$ cat config.mk
export PLATFORM = sky130hd
export DESIGN_NAME = tc0200obj_ext_arbiter
export DESIGN_NICKNAME = d
export VERILOG_FILES = /design/src/rtl/tc0200obj_ext_arbiter.sv
export SDC_FILE = /design/constraint.sdc
export NUM_CORES = 1
export LEC_CHECK = 0
export CAP_MARGIN = 20
export CORE_MARGIN = 5
export CORE_UTILIZATION = 45
export CTS_BUF_LIST = sky130_fd_sc_hd__clkbuf_8
export DETAILED_ROUTE_END_ITERATION = 7
export GPL_TIMING_DRIVEN = 0
export PLACE_DENSITY = 0.95
export SETUP_SLACK_MARGIN = 0.5
export SLEW_MARGIN = 10
export SYNTH_ARGS = -nofsm -noshare
export SYNTH_HDL_FRONTEND = slang
export SYNTH_SLANG_ARGS = --single-unit
$ cat constraint.sdc
create_clock -name clk -period 4.7 [get_ports clk]
set_input_delay 0.94 -clock clk [delete_from_list [all_inputs] [get_ports clk]]
set_output_delay 0.94 -clock clk [all_outputs]
set_load 0.05 [all_outputs]
$ cat src/rtl/tc0200obj_ext_arbiter.sv
// Arbitrates the tile-code extension RAM between the object engine, the CPU and savestate.
// Every RAM access runs IDLE->ACC->DONE->IDLE; passthrough object lookups answer straight from IDLE.
module tc0200obj_ext_arbiter #(
  parameter int RAM_AW     = 12,
  parameter int STARVE_MAX = 4
) (
  input  logic              clk,
  input  logic              reset_n,
  input  logic [1:0]        mode,
  input  logic              obj_req,
  output logic              obj_ack,
  input  logic [RAM_AW-1:0] obj_addr,
  input  logic [13:0]       obj_code,
  output logic [19:0]       obj_code_out,
  input  logic              cpu_cs,
  input  logic              cpu_rw,
  input  logic [1:0]        cpu_ds_n,
  input  logic [RAM_AW-1:0] cpu_addr,
  input  logic [15:0]       cpu_din,
  output logic              cpu_ack,
  output logic [15:0]       cpu_dout,
  input  logic              ss_req,
  input  logic              ss_we,
  input  logic [RAM_AW-1:0] ss_addr,
  input  logic [7:0]        ss_wdata,
  output logic              ss_ack,
  output logic [7:0]        ss_rdata,
  output logic [RAM_AW-1:0] ram_addr,
  output logic              ram_we,
  output logic [7:0]        ram_wdata,
  input  logic [7:0]        ram_q
);

  typedef enum logic [1:0] {IDLE, ACC, DONE} state_t;
  typedef enum logic [1:0] {SRC_OBJ, SRC_CPU, SRC_SS} src_t;

  localparam int CNT_W = $clog2(STARVE_MAX + 1);
  localparam logic [CNT_W-1:0] STARVE_LIM = CNT_W'(STARVE_MAX);

  state_t           state, state_nxt;
  src_t             src;
  logic [CNT_W-1:0] starve_cnt;
  logic [7:0]       code_lo_p0;
  logic             extend, cpu_wr, any_ack, cpu_force;
  logic             gnt_obj, gnt_cpu, gnt_ss;
  logic             unused_bits;

  assign extend  = (mode == 2'b01);
  assign cpu_wr  = ~cpu_rw & ~cpu_ds_n[0];
  assign any_ack = obj_ack | cpu_ack | ss_ack;

  // Only the low byte lane is wired to the 8-bit RAM.
  assign unused_bits = ^{cpu_din[15:8], cpu_ds_n[1]};

  // The ack cycle is an arbitration bubble: the acked requester is masked, and
  // holding the others back too lets a still-held obj_req compete again next
  // cycle, so the starvation counter alone decides when the CPU breaks in.
  always_comb begin
    state_nxt = state;
    gnt_obj   = 1'b0;
    gnt_cpu   = 1'b0;
    gnt_ss    = 1'b0;
    cpu_force = cpu_cs && (starve_cnt == STARVE_LIM);
    case (state)
      IDLE: begin
        if (!any_ack) begin
          if (cpu_force)    gnt_cpu = 1'b1;
          else if (obj_req) gnt_obj = 1'b1;
          else if (cpu_cs)  gnt_cpu = 1'b1;
          else if (ss_req)  gnt_ss  = 1'b1;
        end
        if (gnt_cpu || gnt_ss || (gnt_obj && extend)) state_nxt = ACC;
      end
      ACC:     state_nxt = DONE;
      DONE:    state_nxt = IDLE;
      default: state_nxt = IDLE;
    endcase
  end

  always_ff @(posedge clk or negedge reset_n) begin
    if (!reset_n) begin
      state        <= IDLE;
      src          <= SRC_OBJ;
      starve_cnt   <= '0;
      ram_addr     <= '0;
      ram_we       <= 1'b0;
      obj_ack      <= 1'b0;
      cpu_ack      <= 1'b0;
      ss_ack       <= 1'b0;
      obj_code_out <= '0;
      cpu_dout     <= '0;
      ss_rdata     <= '0;
    end else begin
      state   <= state_nxt;
      obj_ack <= 1'b0;
      cpu_ack <= 1'b0;
      ss_ack  <= 1'b0;
      if (!cpu_cs || gnt_cpu)
        starve_cnt <= '0;
      else if (gnt_obj && starve_cnt != STARVE_LIM)
        starve_cnt <= starve_cnt + CNT_W'(1);
      // grant edge: mode is sampled here only, so later mode changes wait for the next grant
      if (gnt_obj) begin
        src <= SRC_OBJ;
        if (extend) begin
          ram_addr <= obj_addr;
        end else begin
          obj_ack      <= 1'b1;
          obj_code_out <= {6'd0, obj_code};
        end
      end
      if (gnt_cpu) begin
        src      <= SRC_CPU;
        ram_addr <= cpu_addr;
        ram_we   <= cpu_wr;
      end
      if (gnt_ss) begin
        src      <= SRC_SS;
        ram_addr <= ss_addr;
        ram_we   <= ss_we;
      end
      if (state == ACC) ram_we <= 1'b0;
      // DONE->IDLE edge: ram_q now holds the byte addressed during ACC
      if (state == DONE) begin
        case (src)
          SRC_OBJ: begin
            obj_ack      <= 1'b1;
            obj_code_out <= {4'd0, ram_q, code_lo_p0};
          end
          SRC_CPU: begin
            cpu_ack  <= 1'b1;
            cpu_dout <= {ram_q, ram_q};
          end
          default: begin
            ss_ack   <= 1'b1;
            ss_rdata <= ram_q;
          end
        endcase
      end
    end
  end

  // Operand capture at grant so requesters may drop their inputs mid-access.
  always_ff @(posedge clk) begin
    if (gnt_obj) code_lo_p0 <= obj_code[7:0];
    if (gnt_cpu) ram_wdata  <= cpu_din[7:0];
    if (gnt_ss)  ram_wdata  <= ss_wdata;
  end

endmodule

==> summary.md, run 1 <==
| Metric | Value |
|---|---|
| Yosys reg bits | `75` |
| WP buf/inv | `2` |
| Crit path max fanout | `10` |
| Starting density of the core | `46.0%` |
| N_diodes | `0` |
| Final Slew Violations | `0` |
| Hold Buf Count CTS | `0` |
| DIE WIDTH | `96.1 um` |
| CTS root buffer | `clkbuf_8` |
| PortBufs | `150` |
| Final Setup Violations | `0` |
| GPL Wtd Cong | `0.820` |
| Via count | `2,915` |
| Yosys cell types | `40` |
| Post-CTS Setup Bufs | `0` |
| Final clock skew | `11.6 ps` |
| Nets | `546` |
| Grt ovf | `0` |
| Vias in the first global route | `3,060` |
| Num CTS Buffers | `9` |
| Syn Nets | `385` |
| Req. time, crit path | `4680 ps` |
| Leak | `0.00212 uW` |
| Area growth syn-to-layout | `53.7%` |
| Sequential share of the synthesized area | `58.7%` |
| Hpwl dp | `7.52 mm` |
| PwrDens | `718 nW/um^2` |
| Syn. warnings | `0` |
| Max_cap viols | `0` |
| Mapped Cells | `290` |
| RSZ-0062 raised after global routing | `no` |
| Core Area | `7250 um^2` |
| Netlist Area Pre-Place | `3330 um^2` |
| Rows | `31` |
| Ys flop type | `dfrtp_1` |
| Crit end category | `flip-flop` |
| CP cell instances | `clkdlybuf4s50_1, o2bb2ai_1, clkbuf_1, nor2_1` |
| CTS resizes | `0` |
| Hold crit path type | `reg -> reg` |
| Die area | `9230 um^2` |
| Setup WS post-layout | `2040 ps` |
| DRT Wirelength | `9.62 mm` |
| Post-route ant nets | `0` |
| Remaining DRCs | `0` |
| Sum Neg Setup Slack | `0 ps` |
| DP Worst Slack | `1670 ps` |
| Post-synth EDFFs | `16` |
| Delay-heaviest family, CP | `buffers and inverters` |
| Total power draw | `3680 uW` |
| Final period util | `56.5%` |
| Synthesized area per cell | `11.5 um^2` |
| Largest net degree at the start of global routing | `60` |
| Fin. Hold Viols | `0` |
| Actual slew at the worst max-slew pin | `753 ps` |
| Kind of critical path | `in -> reg` |
| 1st-iter DRT viols | `194` |
| Die Span Y | `96.1 um` |
| Vias/cell | `5.25` |
| Crit path DAT | `2630 ps` |
| Highest Clock Rate | `0.376 GHz` |
| Max-slew headroom | `49.8%` |
| Clk slew on worst S/H paths | `80 ps` |
| I/O pin cnt | `161` |
| Global Route Usage Sum | `22.0%` |
| Layout cell share with drive strength beyond 1 | `12.3%` |
| WL/cell | `17.3 um` |
| Max incr delay on CP | `580 ps` |
| # clock sinks | `75` |
| Max clock buf depth | `2` |
| TritonRoute pass-1 iters | `7` |
| TritonCTS clock tree | `done` |
| Antenna violations before repair | `0` |
| Startpoint Class | `input port` |
| Worst skew pair latency | `340 ps` |
| Min Tclk post-route | `2660 ps` |
| H-tree depth | `3` |
| Slowest-stage cell, CP | `nor2_1` |
| Run status | `finished clean` |
| Maximum vdd drop | `0.000351 V` |
| Final hold slack | `484 ps` |
| Global-route wire length before repair | `15.3 mm` |
| Post-synthesis async set-or-reset flop share | `78.7%` |
## worst register-to-register path: stages, from the launching register on
cell       delay (ps)
dfrtp_1           410
inv_1              90
ha_1              260
nand3_4           110
o2bb2ai_1         230
clkbuf_1          290
nor2_1            580
## path summary, 6_finish.rpt
check                                     to           from  slack, ps  cells after the start
min in group asynchronous        ram_addr[0]        reset_n        670                      1
worst max register to register  ram_wdata[0]  starve_cnt[0]       2390                      6
worst max-delay path            ram_wdata[0]        obj_req       2040                      4
worst min register to register   ss_rdata[3]    ss_rdata[3]        480                      2
max in group asynchronous        ss_rdata[3]        reset_n       3540                      1
worst min-delay path             ss_rdata[3]    ss_rdata[3]        480                      2
## cell type report
cell class              instances  area [um^2]
repair buffers                150         1500
clock inverters                 7         45.0
flip-flops and latches         75         1960
well taps                      99          124
clock buffers                   9          124
inverters                      18         67.6
plain buffers                  25          159
fillers                       534         2130
multi-input cells             172         1150
## metal layers
layer,vias to the layer above,part of all wire (%),wire length (um),GRT usage (%)
met5,-,0,0,0
met4,0,0.88,85,8.77
met3,6,11,1020,6.25
met2,169,51,4940,37.6
met1,1385,37,3570,26.0
li1,1355,-,-,-
## synth_stat cells (all sizes together), types with 7 or more instances
cell type	number	area share [%]
a222oi	12	3.6
a31oi	15	2.8
buf	18	4.0
clkbuf	7	0.79
dfrtp	59	44
edfxtp	16	14
inv	17	1.9
mux2	16	5.4
mux2i	12	3.6
nand2	30	3.4
nand3	18	3.1
nor2	18	2.0
o21ai	16	2.4
## cells by family after synthesis
group,Yosys count,synth area share (%)
AO/OA/AOI/OAI,56,11.6
adder cells (fa/ha/maj),2,0.750
buffers and inverters,43,6.79
flip-flops,75,58.7
multiplexers,28,9.01
AND/OR/NAND/NOR,86,13.1
## registers in the layout, indices dropped and copies added, names as in the netlist
signal,count
code_lo_p0,8
cpu_ack,1
cpu_dout,8
obj_ack,1
obj_code_out,20
ram_addr,12
ram_wdata,8
ram_we,1
src,2
ss_ack,1
ss_rdata,8
starve_cnt,3
state,2
## power breakdown
part	total, uW	internal [uW]	switching [uW]
Clock	427	189	238
Sequential	1080	933	150
Combinational	2170	759	1410
Total	3680	1880	1800
## through the flow
stage	cells	util [%]	cell area, um^2
6_report	555	70.7	5130
5_1_grt	555	70.7	5130
4_1_cts	555	70.7	5130
3_5_place_dp	539	68.3	4960
3_3_place_gp	539	68.4	4960
2_1_floorplan	290	-	3330
## cell usage in the layout (no fill, tap or decap), types with 2 or more instances in the layout
cell	instances
clkdlybuf4s50_1	149
dfrtp_1	59
nand2_1	30
inv_1	18
nor2_1	18
nand3_1	17
o21ai_0	16
mux2_2	16
edfxtp_1	16
a31oi_1	15
a222oi_1	12
mux2i_1	12
buf_4	9
clkbuf_8	9
buf_2	7
clkbuf_1	7
and2_1	5
a21oi_1	3
clkinvlp_4	3
nor3_1	2
buf_6	2
nand2b_1	2
a22o_1	2
nor2b_1	2
o22ai_1	2
a21boi_0	2
ha_1	2
clkinv_2	2
Power figures use the tool's default switching activity.
==> run 2, diff against run 1 <==
- CORE_UTILIZATION: 45 -> 42
- PLACE_DENSITY: 0.95 -> 0.91
- clock period: 4.7 -> 2.5 ns (I/O delays scaled with it)
==> run 2 against run 1 <==
Net effect:
- worst hold slack worse by 250 ps
- global-route usage down 2.3 points
- worst setup slack worse by 1400 ps
- sequential share of layout area down 0.40 points
- total power up 88%
- highest routed layer unchanged
- flip-flop and latch count unchanged
- largest power group unchanged
==> summary.md, run 2 (synthesis gave the netlist of run 1 again) <==
| Metric | Value |
|---|---|
| Run status | `finished clean` |
| Via count | `2,945 (+1.0%)` |
| Hold crit path type | `in -> async` |
| Final Slew Violations | `0 (unchanged)` |
| Layout cell share with drive strength beyond 1 | `14.2% (+1.9 points)` |
| Kind of critical path | `reg -> reg` |
| Register bank with the most flops | `obj_code_out` |
| Fin. Hold Viols | `0 (unchanged)` |
| Max FFs per register | `20 (unchanged)` |
| # clock sinks | `75 (unchanged)` |
| Startpoint Class | `flip-flop` |
| I/O pin cnt | `161 (unchanged)` |
| DP Cell Count | `542 (+0.56%)` |
| Area of the multi-input gates | `1180 um^2 (+2.6%)` |
| Rows | `32 (+3.2%)` |
| Number of fill cells | `613 (+15%)` |
| Most common cell after layout, fill and taps aside | `clkdlybuf4s50_1` |
| Global-route wire length before repair | `15.2 mm (-1.1%)` |
| Final Setup Violations | `0 (unchanged)` |
| H-tree depth | `3 (unchanged)` |
| Antenna violations before repair | `0 (unchanged)` |
| Largest net degree at the start of global routing | `60 (unchanged)` |
| GPL Wtd Cong | `0.823 (+0.39%)` |
| WP buf/inv | `2 (unchanged)` |
| PwrDens | `1340 nW/um^2 (+86%)` |
| Core Area | `7730 um^2 (+6.5%)` |
| PortBufs | `150 (unchanged)` |
| Max clock buf depth | `2 (unchanged)` |
| Vias/cell | `5.26 (+0.13%)` |
| Grt ovf | `0 (unchanged)` |
| RSZ-0062 raised after global routing | `no` |
| Crit path max fanout | `10 (unchanged)` |
| TritonCTS clock tree | `done` |
| CP dominant cell by count | `buf_2` |
| Post-route ant nets | `0 (unchanged)` |
| DRT Wirelength | `9.80 mm (+1.9%)` |
| Slowest-stage cell, CP | `dfrtp_1` |
| Maximum vdd drop | `0.000649 V (+85%)` |
| Vias in the first global route | `3,136 (+2.5%)` |
| N_diodes | `0 (unchanged)` |
| Hold Buf Count CTS | `0 (unchanged)` |
| Global Route Usage Sum | `19.7% (-2.3 points)` |
| Hpwl dp | `7.59 mm (+0.92%)` |
| Clk slew on worst S/H paths | `80 ps (about the same)` |
| Actual slew at the worst max-slew pin | `753 ps (-0.149 ps)` |
| Num CTS Buffers | `9 (unchanged)` |
| CP cell instances | `nor3_1, and2_1, buf_2, buf_2, and3_2` |
| Req. time, crit path | `2530 ps (-2150 ps)` |
| Crit end category | `flip-flop` |
| Worst skew pair latency | `340 ps (about the same)` |
| Highest Clock Rate | `0.538 GHz` |
| Starting density of the core | `43.2% (-2.8 points)` |
| Final period util | `74.4%` |
| Register Area | `1960 um^2 (unchanged)` |
| DIE WIDTH | `99.1 um (+3.1%)` |
| Remaining DRCs | `0 (unchanged)` |
| Commonest cells after routing, fill and taps aside | `clkdlybuf4s50_1 (80), dlygate4sd2_1 (65), dfrtp_1 (59), nand2_1 (29), inv_1 (18)` |
| Finished Layout Cells | `560 (+0.90%)` |
| WL/cell | `17.5 um (+0.94%)` |
| CTS root buffer | `clkbuf_8` |
| Max incr delay on CP | `390 ps (-190 ps)` |
| TritonRoute pass-1 iters | `6 (-1)` |
| Min Tclk post-route | `1860 ps` |
| 1st-iter DRT viols | `195 (+0.52%)` |
| Total power draw | `6930 uW (+88%)` |
| Max_cap viols | `0 (unchanged)` |
| Max-slew headroom | `49.8% (about the same)` |
| Die Span Y | `99.1 um (+3.1%)` |
| Largest registers | `obj_code_out (20), ram_addr (12)` |
| Crit path DAT | `1890 ps (-740 ps)` |
| Die area | `9820 um^2 (+6.4%)` |
| Leak | `0.00235 uW (+11%)` |
| Delay-heaviest family, CP | `simple AND/OR/NAND/NOR gates` |
| Nets | `548 (+0.37%)` |
| Area growth syn-to-layout | `55.3%` |
| Final clock skew | `12.8 ps (+1.12 ps)` |
## run 2: cell count changes in the layout (fill, tap and decap cells not counted), sizes merged
| cell | change |
|---|---|
| clkinvlp | -1 |
| clkbuf | -1 |
| dlymetal6s2s | +4 |
| buf | +3 |
| bufinv | +3 |
| clkinv | -1 |
| dlygate4sd2 | +65 |
| inv | -1 |
| clkdlybuf4s50 | -69 |
## run 2: worst register-to-register path, stage by stage (launching register included)
cell,delay (ps)
dfrtp_1,390
nor3_1,250
and2_1,160
buf_2,170
buf_2,240
and3_2,350
## run 2: cell type report
class,instances,area share [%]
well taps,102,2.46
repair buffers,152,27.9
clock buffers,9,2.39
flip-flops and latches,75,37.8
inverters,18,1.30
plain buffers,25,3.14
multi-input cells,172,22.8
clock inverters,7,2.27
## run 2: stage by stage
step	cell area, um^2	hold slack (ps)	setup slack (ps)	utilization, %	TNS, ps
6_report	5180	234	641	67.0	0
5_1_grt	5180	279	512	67.0	0
4_1_cts	5140	235	501	66.5	0
3_5_place_dp	4960	465	-112	64.2	-896
3_3_place_gp	4960	461	-897	64.2	-53100
2_1_floorplan	3330	204	588	-	0
## run 2: worst paths after layout
path	slack (ps)	depth (start not counted)	end	from
worst min-delay path	230	1	ram_addr[0]	reset_n
max in group asynchronous	1770	1	obj_code_out[9]	reset_n
worst max-delay path	640	5	code_lo_p0[4]	cpu_ack
worst min register to register	480	2	ss_rdata[5]	ss_rdata[5]
worst max register to register	640	5	code_lo_p0[4]	cpu_ack
min in group clk	450	3	starve_cnt[2]	cpu_cs
## run 2: where the power goes
part / total (uW) / internal (uW) / switching [uW]
Sequential: 2020 / 1750 / 265
Clock: 1110 / 661 / 448
Combinational: 3800 / 1140 / 2660
## run 2: what timing repair did
action	CTS	global route
pin swaps	1	3
setup buffers	0	2
endpoints found under the setup margin	85	20
gates resized for setup	73	7
## run 2: metal layers
layer	part of all wire, %	vias up	routed length [um]	GRT usage [%]
li1	-	1365	-	-
met1	37	1403	3660	21.4
met2	51	169	5030	35.7
met3	10	8	993	6.38
met4	1.1	0	104	7.14
met5	0	-	0	0
==> run 3, diff against run 2 <==
- CORE_UTILIZATION: 42 -> 38
- PLACE_DENSITY: 0.91 -> 0.88
- clock period: 2.5 -> 1.49 ns (I/O delays scaled with it)
==> run 3 against run 2 <==
Net effect:
- the flow now finishes with violations (setup timing)
- critical path depth up 4
- fmax up 8.1%
- flip-flop and latch count unchanged
- sequential share of layout area down 6.7 points
- clock power up 32%
- final cell count up 12%
- worst hold slack worse by 230 ps
- first-iteration DRC count down 24%
- largest cell class is now non-clock buffers
==> summary.md, run 3 (synthesis gave the netlist of run 1 again) <==
| Metric | Value |
|---|---|
| PwrDens | `2330 nW/um^2 (+74%)` |
| Die area | `10,700 um^2 (+9.4%)` |
| Kind of critical path | `reg -> reg` |
| PortBufs | `150 (unchanged)` |
| Register Area | `1970 um^2 (+0.77%)` |
| Global-route wire length before repair | `17.2 mm (+13%)` |
| I/O pin cnt | `161 (unchanged)` |
| Net Sw Power | `6670 uW (+98%)` |
| Startpoint Class | `flip-flop` |
| TritonRoute pass-1 iters | `5 (-1)` |
| Worst reg-to-reg setup slack | `-230 ps (-870 ps)` |
| TritonCTS clock tree | `done` |
| Switching share of total power | `45.2% (-3.5 points)` |
| Largest registers | `obj_code_out (20), ram_addr (12)` |
| N_diodes | `0 (unchanged)` |
| Worst skew pair latency | `350 ps (about the same)` |
| Setup WS post-layout | `-230 ps (-871 ps)` |
| Final Setup Violations | `64 (+64)` |
| Core Area | `8640 um^2 (+12%)` |
| Layout cell share with drive strength beyond 1 | `47.0% (+33 points)` |
| Highest Clock Rate | `0.581 GHz (+8.1%)` |
| DIE WIDTH | `104 um (+4.6%)` |
| Max_cap viols | `0 (unchanged)` |
| WL/cell | `17.9 um (+2.1%)` |
| CTS root buffer | `clkbuf_8` |
| Crit path max fanout | `5 (-5)` |
| Total power draw | `14,800 uW (+110%)` |
| Rows | `34 (+6.3%)` |
| Via count | `3,246 (+10%)` |
| H-tree depth | `3 (unchanged)` |
| Remaining DRCs | `0 (unchanged)` |
| Max clock buf depth | `2 (unchanged)` |
| Largest net degree at the start of global routing | `60 (unchanged)` |
| Final Slew Violations | `0 (unchanged)` |
| Num CTS Buffers | `9 (unchanged)` |
| Crit path DAT | `1980 ps (+90 ps)` |
| DP Cell Count | `548 (+1.1%)` |
| Nets | `607 (+11%)` |
| Req. time, crit path | `1750 ps (-780 ps)` |
| Vias in the first global route | `3,458 (+10%)` |
| # clock sinks | `75 (unchanged)` |
| DRT Wirelength | `11.2 mm (+14%)` |
| Maximum vdd drop | `0.00110 V (+69%)` |
| Max-slew headroom | `49.5% (-0.33 points)` |
| Crit end category | `flip-flop` |
| RSZ-0062 raised after global routing | `yes` |
| Finished Layout Cells | `625 (+12%)` |
| Hold crit path type | `in -> async` |
| Clock share of power | `10.0% (-6.0 points)` |
| Area growth syn-to-layout | `90.0%` |
| Run status | `complete, but fails checks` |
| Failing checks | `setup timing` |
| Clk slew on worst S/H paths | `90 ps (about the same)` |
| Final clock skew | `16.3 ps (+3.51 ps)` |
| Actual slew at the worst max-slew pin | `758 ps (+4.96 ps)` |
| GPL Wtd Cong | `0.772 (-6.2%)` |
| Grt ovf | `0 (unchanged)` |
| Most common cell after layout, fill and taps aside | `clkdlybuf4s50_1` |
| Register bank with the most flops | `obj_code_out` |
| Fin. Hold Viols | `0 (unchanged)` |
| Area of the multi-input gates | `1430 um^2 (+21%)` |
| 1st-iter DRT viols | `149 (-24%)` |
| Comb pwr share | `65.2% (+10 points)` |
| Global Route Usage Sum | `19.6% (-0.071 points)` |
| Commonest cells after routing, fill and taps aside | `clkdlybuf4s50_1 (80), buf_6 (69), dfrtp_1 (47), buf_4 (43), buf_8 (35)` |
| Sum Neg Setup Slack | `-8250 ps (-8250 ps)` |
| Max FFs per register | `20 (unchanged)` |
| Min Tclk post-route | `1720 ps (-139 ps)` |
| Final hold slack | `5.32 ps (-229 ps)` |
| Die Span Y | `104 um (+4.6%)` |
| Starting density of the core | `38.6% (-4.5 points)` |
| Vias/cell | `5.19 (-1.2%)` |
| Number of fill cells | `557 (-9.1%)` |
| Post-route ant nets | `0 (unchanged)` |
| Leak | `0.00278 uW (+18%)` |
| Hpwl dp | `7.39 mm (-2.6%)` |
| Final period util | `115% (+41 points)` |
| Cell-internal power | `8090 uW (+130%)` |
| Flop pwr share | `24.8% (-4.3 points)` |
| Design area | `6330 um^2 (+22%)` |
| Antenna violations before repair | `0 (unchanged)` |
| Post-DP Area | `5170 um^2 (+4.2%)` |
-- run 3: changes by cell type in the layout (fill, tap and decap cells not counted), moves of 12 or more --
cell           change
buf_4             +31
dlygate4sd2_1     -64
dfrtp_1           -12
dfrtp_2           +12
buf_8             +34
o21ai_0           -13
nand3_1           -12
buf_6             +67
-- run 3: final timing paths --
path | start | to | depth (start not counted)
worst max-delay path | starve_cnt[0] | ram_addr[10] | 9
worst min-delay path | reset_n | obj_code_out[7] | 1
worst max register to register | starve_cnt[0] | ram_addr[10] | 9
worst min register to register | ss_rdata[7] | ss_rdata[7] | 2
max in group asynchronous | reset_n | ss_ack | 1
min in group clk | cpu_cs | starve_cnt[2] | 3
-- run 3: repair_timing --
action | 4_1_cts | 5_1_grt
endpoints found under the setup margin | 150 | 150
resized for setup | 534 | 45
buffers inserted | 31 | 25
cloned | 5 | 0
pin swaps | 19 | 23
hold buffers | 0 | 0
-- run 3: area by class of cell --
cell class,instances,area share (%)
Timing Repair Buffer,210,34.8
Multi-Input combinational cell,172,22.5
Clock buffer,10,2.17
Inverter,18,1.09
Buffer,25,5.37
Sequential cell,75,31.1
Clock inverter,6,0.711
Timing Repair inverter,1,0.0790
Tap cell,108,2.13
-- run 3: critical path: stages (launching register included) --
cell and delay, ps:
dfrtp_1 420, inv_2 90, ha_4 150, nand3_4 80, and3_4 160, buf_6 120, nor3_4 160, buf_12 150
buf_8 120, mux2i_1 190
-- run 3: layer usage --
metal  track usage (%)  wire (um)  up-vias
met5                 0          0        -
met3              6.16       1020       16
met2              34.5       5760      177
met4              6.66        157        0
li1                  -          -     1477
met1              22.5       4230     1576
-- run 3: metrics by stage --
stage	utilization (%)	setup WS (ps)
finish	73.4	-230
global route	73.4	-329
CTS	69.6	-245
detailed placement	59.9	-731
global placement	59.9	-1940
floorplan	-	-153
-- run 3: power groups by stage --
stage | combinational, uW | sequential [uW] | clock [uW]
2_1_floorplan | 2620 | 5810 | 0
3_3_place_gp | 7210 | 3470 | 0
3_5_place_dp | 7370 | 3510 | 0
4_1_cts | 8610 | 3640 | 1510
5_1_grt | 10100 | 3770 | 1590
6_report | 9610 | 3670 | 1470
